[src/rtl/shift_add_pkg.sv]
// Shared definitions for the shift-and-add multiplier: FSM state encoding
// and the default operand width.
package shift_add_pkg;

    typedef enum logic [1:0] {
        IDLE = 2'd0,
        RUN  = 2'd1,
        DONE = 2'd2
    } state_t;

    localparam int DEFAULT_WIDTH = 4;

endpackage : shift_add_pkg

[src/rtl/ripple_carry_adder.sv]
// WIDTH-bit ripple-carry adder built from a chain of full adders; the
// carry-out is exported so the multiplier never loses the top partial bit.
module ripple_carry_adder #(
    parameter int WIDTH = 4
) (
    input  logic [WIDTH-1:0] A,
    input  logic [WIDTH-1:0] B,
    input  logic             Cin,
    output logic [WIDTH-1:0] S,
    output logic             Cout
);

    logic [WIDTH:0] carry_s;

    assign carry_s[0] = Cin;

    for (genvar i = 0; i < WIDTH; i++) begin : g_fa
        assign S[i]           = A[i] ^ B[i] ^ carry_s[i];
        assign carry_s[i + 1] = (A[i] & B[i]) | (carry_s[i] & (A[i] ^ B[i]));
    end

    assign Cout = carry_s[WIDTH];

endmodule : ripple_carry_adder

[src/rtl/shift_add_multiplier.sv]
// Sequential unsigned multiplier: one conditional add-and-shift per cycle,
// WIDTH iterations, then a one-cycle done pulse with the registered product.
module shift_add_multiplier
    import shift_add_pkg::*;
#(
    parameter int WIDTH = DEFAULT_WIDTH
) (
    input  logic               clk,
    input  logic               rst,
    input  logic               start,
    input  logic [WIDTH-1:0]   A,
    input  logic [WIDTH-1:0]   B,
    output logic               busy,
    output logic               done,
    output logic [2*WIDTH-1:0] P
);

    localparam int CW = (WIDTH > 1) ? $clog2(WIDTH) : 1;
    localparam logic [CW-1:0] LAST_CNT = CW'(WIDTH - 1);

    state_t               state_q, state_d;
    logic [WIDTH-1:0]     mcand_q, mcand_d;
    logic [WIDTH-1:0]     mplier_q, mplier_d;
    logic [2*WIDTH-1:0]   acc_q, acc_d;
    logic [CW-1:0]        cnt_q, cnt_d;
    logic [2*WIDTH-1:0]   p_q, p_d;
    logic                 done_q, done_d;
    logic                 busy_q, busy_d;

    logic [WIDTH-1:0]     addend_s;
    logic [WIDTH-1:0]     sum_s;
    logic                 cout_s;
    logic [2*WIDTH:0]     wide_s;
    logic [2*WIDTH-1:0]   shifted_s;

    assign addend_s = mcand_q & {WIDTH{mplier_q[0]}};

    ripple_carry_adder #(
        .WIDTH (WIDTH)
    ) u_adder (
        .A    (acc_q[2*WIDTH-1:WIDTH]),
        .B    (addend_s),
        .Cin  (1'b0),
        .S    (sum_s),
        .Cout (cout_s)
    );

    // The carry-out becomes the new MSB, so the full 2*WIDTH+1-bit partial
    // result survives the shift and no product bit can be dropped.
    assign wide_s    = {cout_s, sum_s, acc_q[WIDTH-1:0]};
    assign shifted_s = (2*WIDTH)'(wide_s >> 1);

    // Next-state and datapath update for the IDLE/RUN/DONE sequence
    always_comb begin
        state_d  = state_q;
        mcand_d  = mcand_q;
        mplier_d = mplier_q;
        acc_d    = acc_q;
        cnt_d    = cnt_q;
        p_d      = p_q;
        done_d   = 1'b0;
        case (state_q)
            IDLE: begin
                if (start) begin
                    state_d  = RUN;
                    mcand_d  = A;
                    mplier_d = B;
                    acc_d    = '0;
                    cnt_d    = '0;
                end else begin
                    state_d  = IDLE;
                end
            end
            RUN: begin
                acc_d    = shifted_s;
                mplier_d = {1'b0, mplier_q[WIDTH-1:1]};
                cnt_d    = cnt_q + CW'(1);
                if (cnt_q == LAST_CNT) begin
                    state_d = DONE;
                    p_d     = shifted_s;
                    done_d  = 1'b1;
                end else begin
                    state_d = RUN;
                end
            end
            DONE: begin
                state_d = IDLE;
            end
            default: begin
                state_d = IDLE;
            end
        endcase
        busy_d = (state_d != IDLE);
    end

    // State and datapath registers with synchronous reset
    always_ff @(posedge clk) begin
        if (rst) begin
            state_q  <= IDLE;
            mcand_q  <= '0;
            mplier_q <= '0;
            acc_q    <= '0;
            cnt_q    <= '0;
            p_q      <= '0;
            done_q   <= 1'b0;
            busy_q   <= 1'b0;
        end else begin
            state_q  <= state_d;
            mcand_q  <= mcand_d;
            mplier_q <= mplier_d;
            acc_q    <= acc_d;
            cnt_q    <= cnt_d;
            p_q      <= p_d;
            done_q   <= done_d;
            busy_q   <= busy_d;
        end
    end

    assign busy = busy_q;
    assign done = done_q;
    assign P    = p_q;

endmodule : shift_add_multiplier

[config.mk]
export PLATFORM = sky130hd
export DESIGN_NAME = shift_add_multiplier
export DESIGN_NICKNAME = d
export VERILOG_FILES = /design/src/rtl/shift_add_pkg.sv /design/src/rtl/ripple_carry_adder.sv /design/src/rtl/shift_add_multiplier.sv
export SDC_FILE = /design/constraint.sdc
export NUM_CORES = 1
export LEC_CHECK = 0
export CELL_PAD_IN_SITES_DETAIL_PLACEMENT = 0
export CELL_PAD_IN_SITES_GLOBAL_PLACEMENT = 2
export CORE_MARGIN = 8
export CORE_UTILIZATION = 28
export CTS_BUF_LIST = sky130_fd_sc_hd__clkbuf_8 sky130_fd_sc_hd__clkbuf_16
export CTS_CLUSTER_DIAMETER = 30
export DETAILED_ROUTE_END_ITERATION = 10
export GPL_TIMING_DRIVEN = 0
export MAX_ROUTING_LAYER = met4
export PLACE_DENSITY = 0.71
export RECOVER_POWER = 25
export SLEW_MARGIN = 20
export SYNTH_ARGS = -nofsm -noshare
export SYNTH_HDL_FRONTEND = slang
export SYNTH_HIERARCHICAL = 1
export SYNTH_SLANG_ARGS = --single-unit
[constraint.sdc]
create_clock -name clk -period 2.2 [get_ports clk]
set_input_delay 0.55 -clock clk [delete_from_list [all_inputs] [get_ports clk]]
set_output_delay 0.55 -clock clk [all_outputs]
set_load 0.01 [all_outputs]
=== After elaboration in Yosys (flattened, before gate mapping) ===
Index checks and enable logic that the tools add are counted.

* Mux-type cells: 10
* Shift-type cells: 0
* $add $sub $neg: 1
* Multipliers: 0
* Div/mod/pow operators: 0
* Order comparisons: 0
* Equality and inequality tests: 3
* Reductions and logical operators: 7
* Bitwise gates (word level): 19

{| class="wikitable"
|+ Operators with widths
! cell !! number
|-
| one-hot mux 8 bit (2 select lines) || 1
|-
| 2-to-1 mux 8 bit || 1
|-
| one-hot mux 2 bit (2 select lines) || 2
|-
| one-hot mux 4 bit (2 select lines) || 1
|-
| AND 1 bit || 7
|-
| XOR 1 bit || 7
|-
| AND reduction 2 bit || 3
|-
| AND 4 bit || 1
|-
| 2-to-1 mux 2 bit || 2
|-
| 2-to-1 mux 4 bit || 1
|-
| nonzero test 2 bit || 2
|-
| OR 1 bit || 3
|-
| adder 2 x 1 -> 2 bit, second input constant || 1
|-
| == test 2 x 1 -> 1 bit, second input constant || 1
|-
| == test 2 bit, second input constant || 1
|-
| logical NOT 2 bit || 1
|-
| 2-to-1 mux 1 bit || 2
|-
| inequality test 2 bit, second input constant || 1
|-
| OR reduction 2 bit || 1
|-
| NOT 1 bit || 1
|}

* Bits in latches: 0
* Register bits: 30
* Word-level logic and storage cells: 48
* Output and inout bits: 10
* Bits in writable memories: 0
* Memory bits (read-only): 0
* Input bits: 11
* Memories kept: 0

=== Longest topological paths before layout ===
* Depth in word-level cells: 9
* Gate-level depth with buffers: 11
* Mapped depth without buffers: 11

=== Cells and area by module ===
Netlist, hierarchy kept.

{| class="wikitable"
|+ Modules (own cells, without submodules)
! module !! instances !! area each (um2) !! cells an instance !! seq. area each (um2)
|-
| shift_add_multiplier || 1 || 1076.0 || 114 || 580.6
|-
| ripple_carry_adder || 1 || 117.6 || 14 || 0.0
|}

=== Worst setup path after synthesis ===
Ideal clock, no wire load.

* Path kind: flip-flop to flip-flop
* Start: register mplier_q[0]
* End: register p_q[6], in the netlist P[6]
* Data required time: 2129 ps
* Buffers on the path: 0
* Arrival time: 2108 ps
* Stages on the path, launching flop included: 12
* Clock period less this slack: 2179 ps
* Slack: 21 ps
* Setup time: 71 ps
* Cell sequence: dfxtp_1 > and2_1 > fa_1 > inv_1 > fa_1 > inv_1 > fa_1 > inv_1 > fa_1 > inv_1 > nand2_1 > a21oi_1

* Word-level cells in the longest chain between the ends: 7
* Elaborated cells between the ends (all ways): 12
* Classes of those cells: 12 x bitwise

{| class="wikitable"
|+ Ends and longest elaborated chain
! item !! RTL line !! text
|-
| start, declared || shift_add_multiplier.sv:23 || <nowiki>logic [WIDTH-1:0] mplier_q, mplier_d;</nowiki>
|-
| start signal, assigned || shift_add_multiplier.sv:110 || <nowiki>mplier_q <= mplier_d;</nowiki>
|-
| AND 4 bit || shift_add_multiplier.sv:36 || <nowiki>assign addend_s = mcand_q & {WIDTH{mplier_q[0]}};</nowiki>
|-
| named net addend_s[0] || shift_add_multiplier.sv:30 || <nowiki>logic [WIDTH-1:0] addend_s;</nowiki>
|-
| AND 1 bit (2 in a row) || ripple_carry_adder.sv:19 || <nowiki>assign carry_s[i + 1] = (A[i] & B[i]) | (carry_s[i] & (A[i] ^ B[i]));</nowiki>
|-
| OR 1 bit || ripple_carry_adder.sv:19 ||
|-
| AND 1 bit || ripple_carry_adder.sv:19 ||
|-
| OR 1 bit || ripple_carry_adder.sv:19 ||
|-
| XOR 1 bit || ripple_carry_adder.sv:18 || <nowiki>assign S[i] = A[i] ^ B[i] ^ carry_s[i];</nowiki>
|-
| named net sum_s[3] || shift_add_multiplier.sv:31 || <nowiki>logic [WIDTH-1:0] sum_s;</nowiki>
|-
| end signal, assigned || shift_add_multiplier.sv:113 || <nowiki>p_q <= p_d;</nowiki>
|-
| end, declared || shift_add_multiplier.sv:26 || <nowiki>logic [2*WIDTH-1:0] p_q, p_d;</nowiki>
|}

The timed path passes the listed nets, and every way through them passes these cells.
A chain may end at the register's enable or synchronous reset.

=== Worst setup path after layout ===
Same ends and word-level chain as after synthesis.

==> flow_metrics.env <==
export IMPL_wl_met1_um=1112
export IMPL_multi_input_area_sq_um=549.3
export IMPL_start_util=0.2942
export IMPL_sw_frac_of_total=0.2395
export IMPL_fin_area_sq_mm=0.001553
export IMPL_rr_worst_depth=11
export IMPL_core_area_sq_mm=0.004058
export IMPL_p_int_mw=0.8006
export IMPL_cts_hold_buf=0
export IMPL_slew_viol_final=0
export IMPL_min_period_ns=2.137
export IMPL_synth_warnings=6
export IMPL_synth_seq_cells=29
export IMPL_grt_pass1_vias=927
export IMPL_cts_buffer_depth=2
export IMPL_post_dp_hpwl_um=1826
export IMPL_clkTransAtPathRegs_ns=0.06
export IMPL_drive_gt1_frac=0.1538
export IMPL_rows=23
export IMPL_antenna_found_initial=0
export IMPL_clock_fmax_ghz=0.4679
export IMPL_n_antenna_cell=0
export IMPL_cts_tree="built"
export IMPL_htree_num_levels=2
export IMPL_setup_viol=0
export IMPL_period_share=0.9714
export IMPL_maxCapViolations=0
export IMPL_ys_types=23
export IMPL_avgSynthCellArea_sq_um=9.325
export IMPL_gp_congestion=0.6655
export IMPL_placed_area_sq_mm=0.001446
export IMPL_fin_nets=171
export IMPL_synthCells=128
export IMPL_insertion_delay_ns=0.28
export IMPL_dr_total_vias=923
export IMPL_worst_ep_arrival_time_ns=2.36
export IMPL_crit_fanout=2
export IMPL_synthesis_nets=144
export IMPL_r2r_end="P[6]"
export IMPL_wl_met2_um=1171
export IMPL_fill_cells=422
export IMPL_status="complete, no violations"
export IMPL_finish_utilization=0.3827
export IMPL_holdPathEnd="P[2]"
export IMPL_area_delta_synth_final_pct=30.08
export IMPL_seqCellArea_sq_um=583.1
export IMPL_die_w_um=81.29
export IMPL_required_ns=2.42
export IMPL_dr_pass1_iters=4
export IMPL_rsz0062_at_grt="true"
export IMPL_power_clock_fraction=0.387
export IMPL_p_seq_frac=0.523
export IMPL_portBuffers=19
export IMPL_routed_top_layer="met4"
export IMPL_hold_viol_final=0
export IMPL_drt_iter0_drc=34
export IMPL_crit_type="register to register"
export IMPL_ys_seq_area_frac=0.4864
export IMPL_wl_met3_um=118
export IMPL_timing_rr_start="mplier_q[0]"
export IMPL_regToRegSetupSlack_ns=0.06
export IMPL_die_area_sq_mm=0.006608
export IMPL_numCtsBuffers=5
export IMPL_grt_max_degree=11
export IMPL_end_kind="register"
export IMPL_postRouteWirelength_um=2469
export IMPL_gr_total_overflow=0
export IMPL_power_frac_comb=0.090
export IMPL_max_vdd_ir_drop_mv=0.4020
export IMPL_die_y_um=81.29
export IMPL_finClkSkew_ns=0.005073
export IMPL_via_per_inst=4.481
export IMPL_cts_root_buffer="clkbuf_8"
export IMPL_p_leak_nw=0.6061
export IMPL_p_per_area_mw_per_mm2=677.9
export IMPL_drtAntennaViolNets=0
export IMPL_power_switching_mw=0.2521
export IMPL_cp_start_kind="register"
export IMPL_drc=0
export IMPL_gr_usage_all_layers=0.08799
export IMPL_worstHoldStart="P[2]"
export IMPL_holdPathStages=2
export IMPL_wl_per_cell_um=11.99
export IMPL_holdCritPathClass="register to register"
export IMPL_grt_pass1_wl_um=4195
export IMPL_io_pin_count=21
export IMPL_cts_sinks=29
export IMPL_netlist_area_sq_mm=0.001194
-- worst max-delay path: stages, from the launching register on --
cell,delay [ns]
dfxtp_2,0.32
and2_4,0.15
fa_2,0.32
inv_2,0.06
fa_2,0.18
inv_2,0.04
fa_2,0.32
inv_2,0.05
fa_1,0.41
inv_2,0.08
nand2_2,0.05
a21oi_2,0.10
-- placed cells by master, fill, tap and decap left out --
cell type	n
and2_4	1
o21ba_1	1
a22oi_1	9
clkbuf_8	5
o21a_1	1
nor3b_4	1
a21oi_1	7
and2_1	3
buf_2	3
mux2i_1	8
clkbuf_2	1
nand2_1	15
ha_1	1
inv_2	4
nand3b_1	1
conb_1	1
dlygate4sd3_1	1
dfxtp_2	2
nor2b_1	1
buf_4	1
fa_2	3
inv_1	10
fa_1	1
o21bai_1	1
a211oi_1	3
and3b_1	1
buf_6	1
nor2_1	20
clkdlybuf4s50_1	18
buf_1	2
nand2_2	1
dfxtp_1	27
a21oi_2	1
-- per-layer routing --
| layer | GRT usage | vias to the layer above |
|---|---|---|
| li1 | - | 469 |
| met1 | 0.09742 | 432 |
| met2 | 0.1281 | 16 |
| met3 | 0.03091 | 6 |
| met4 | 0.06429 | 0 |
| met5 | - | - |
-- worst max-delay path by stage --
stage	slack [ns]	from	end	cells past startpoint
2_1_floorplan	0.02	mplier_q[0]	P[6]	11
5_1_grt	-0.06	mplier_q[0]	P[6]	11
3_3_place_gp	-0.11	mplier_q[0]	P[6]	11
4_1_cts	-0.01	mplier_q[0]	P[6]	11
3_5_place_dp	-0.12	mplier_q[0]	P[6]	11
6_report	0.06	mplier_q[0]	P[6]	11
-- timing repair --
action                                  CTS  global route
endpoints found under the hold margin     0             0
pin swaps                                 5             3
buffers inserted                          1             0
cloned                                    0             0
endpoints found under the setup margin    2             2
gates resized for setup                   9             3
-- final cells by class --
type,instances,share of cell area
plain buffers,7,0.02498
clock buffers,5,0.04432
clock inverters,3,0.007252
inverters,11,0.02659
multi-input cells,81,0.3537
flip-flops and latches,29,0.3755
well taps,50,0.04029
repair buffers,20,0.1273
-- registers in the layout, summed over array words and instances, names as in the netlist --
name,count
P,8
acc_q,7
mcand_q,4
mplier_q,4
cnt_q,2
state_q,2
busy,1
done,1
-- synth_stat cells (all sizes together) --
cell     n  area share
nand3b   1      0.0063
a21oi    8       0.034
inv     11       0.035
buf      6       0.028
ha       1       0.010
and2     4       0.021
conb     1      0.0031
a211oi   3       0.019
o21a     1      0.0063
nor2    20       0.063
nor3b    1       0.016
dfxtp   29        0.49
o21bai   1      0.0063
o21ba    1      0.0084
and3b    1      0.0073
mux2i    8       0.067
nor2b    1      0.0052
nand2   16       0.050
clkbuf   1      0.0042
a22oi    9       0.057
fa       4       0.067
-- cell families after synthesis --
kind of cell,after synthesis,synth area share
AO/OA/AOI/OAI,23,0.1300
adder cells (fa/ha/maj),5,0.07757
buffers and inverters,18,0.06708
flip-flops,29,0.4864
multiplexers,8,0.06709
other,1,0.003142
AND/OR/NAND/NOR,44,0.1688
-- power by group through the flow --
stage / Sequential (mW) / Combinational, mW / Clock [mW]
finish: 0.551 / 0.0950 / 0.407
global placement: 0.563 / 0.0908 / 0
global route: 0.553 / 0.107 / 0.438
CTS: 0.551 / 0.0974 / 0.420
floorplan: 0.561 / 0.0585 / 0
detailed placement: 0.563 / 0.0924 / 0
-- through the flow --
stage | setup WS, ns | setup TNS, ns | hold WS [ns] | instances | total power, mW
after floorplan | 0.02097 | 0 | 0.4323 | 128 | 0.6196
after global placement | -0.1134 | -0.2024 | 0.4415 | 197 | 0.6533
after detailed placement | -0.1248 | -0.2345 | 0.4475 | 197 | 0.6555
after CTS | -0.01442 | -0.01442 | 0.4524 | 206 | 1.068
after global routing | -0.05916 | -0.1094 | 0.4688 | 206 | 1.097
final | 0.06282 | 0 | 0.4549 | 206 | 1.053
Note: power is estimated with default switching activity, not from simulation.
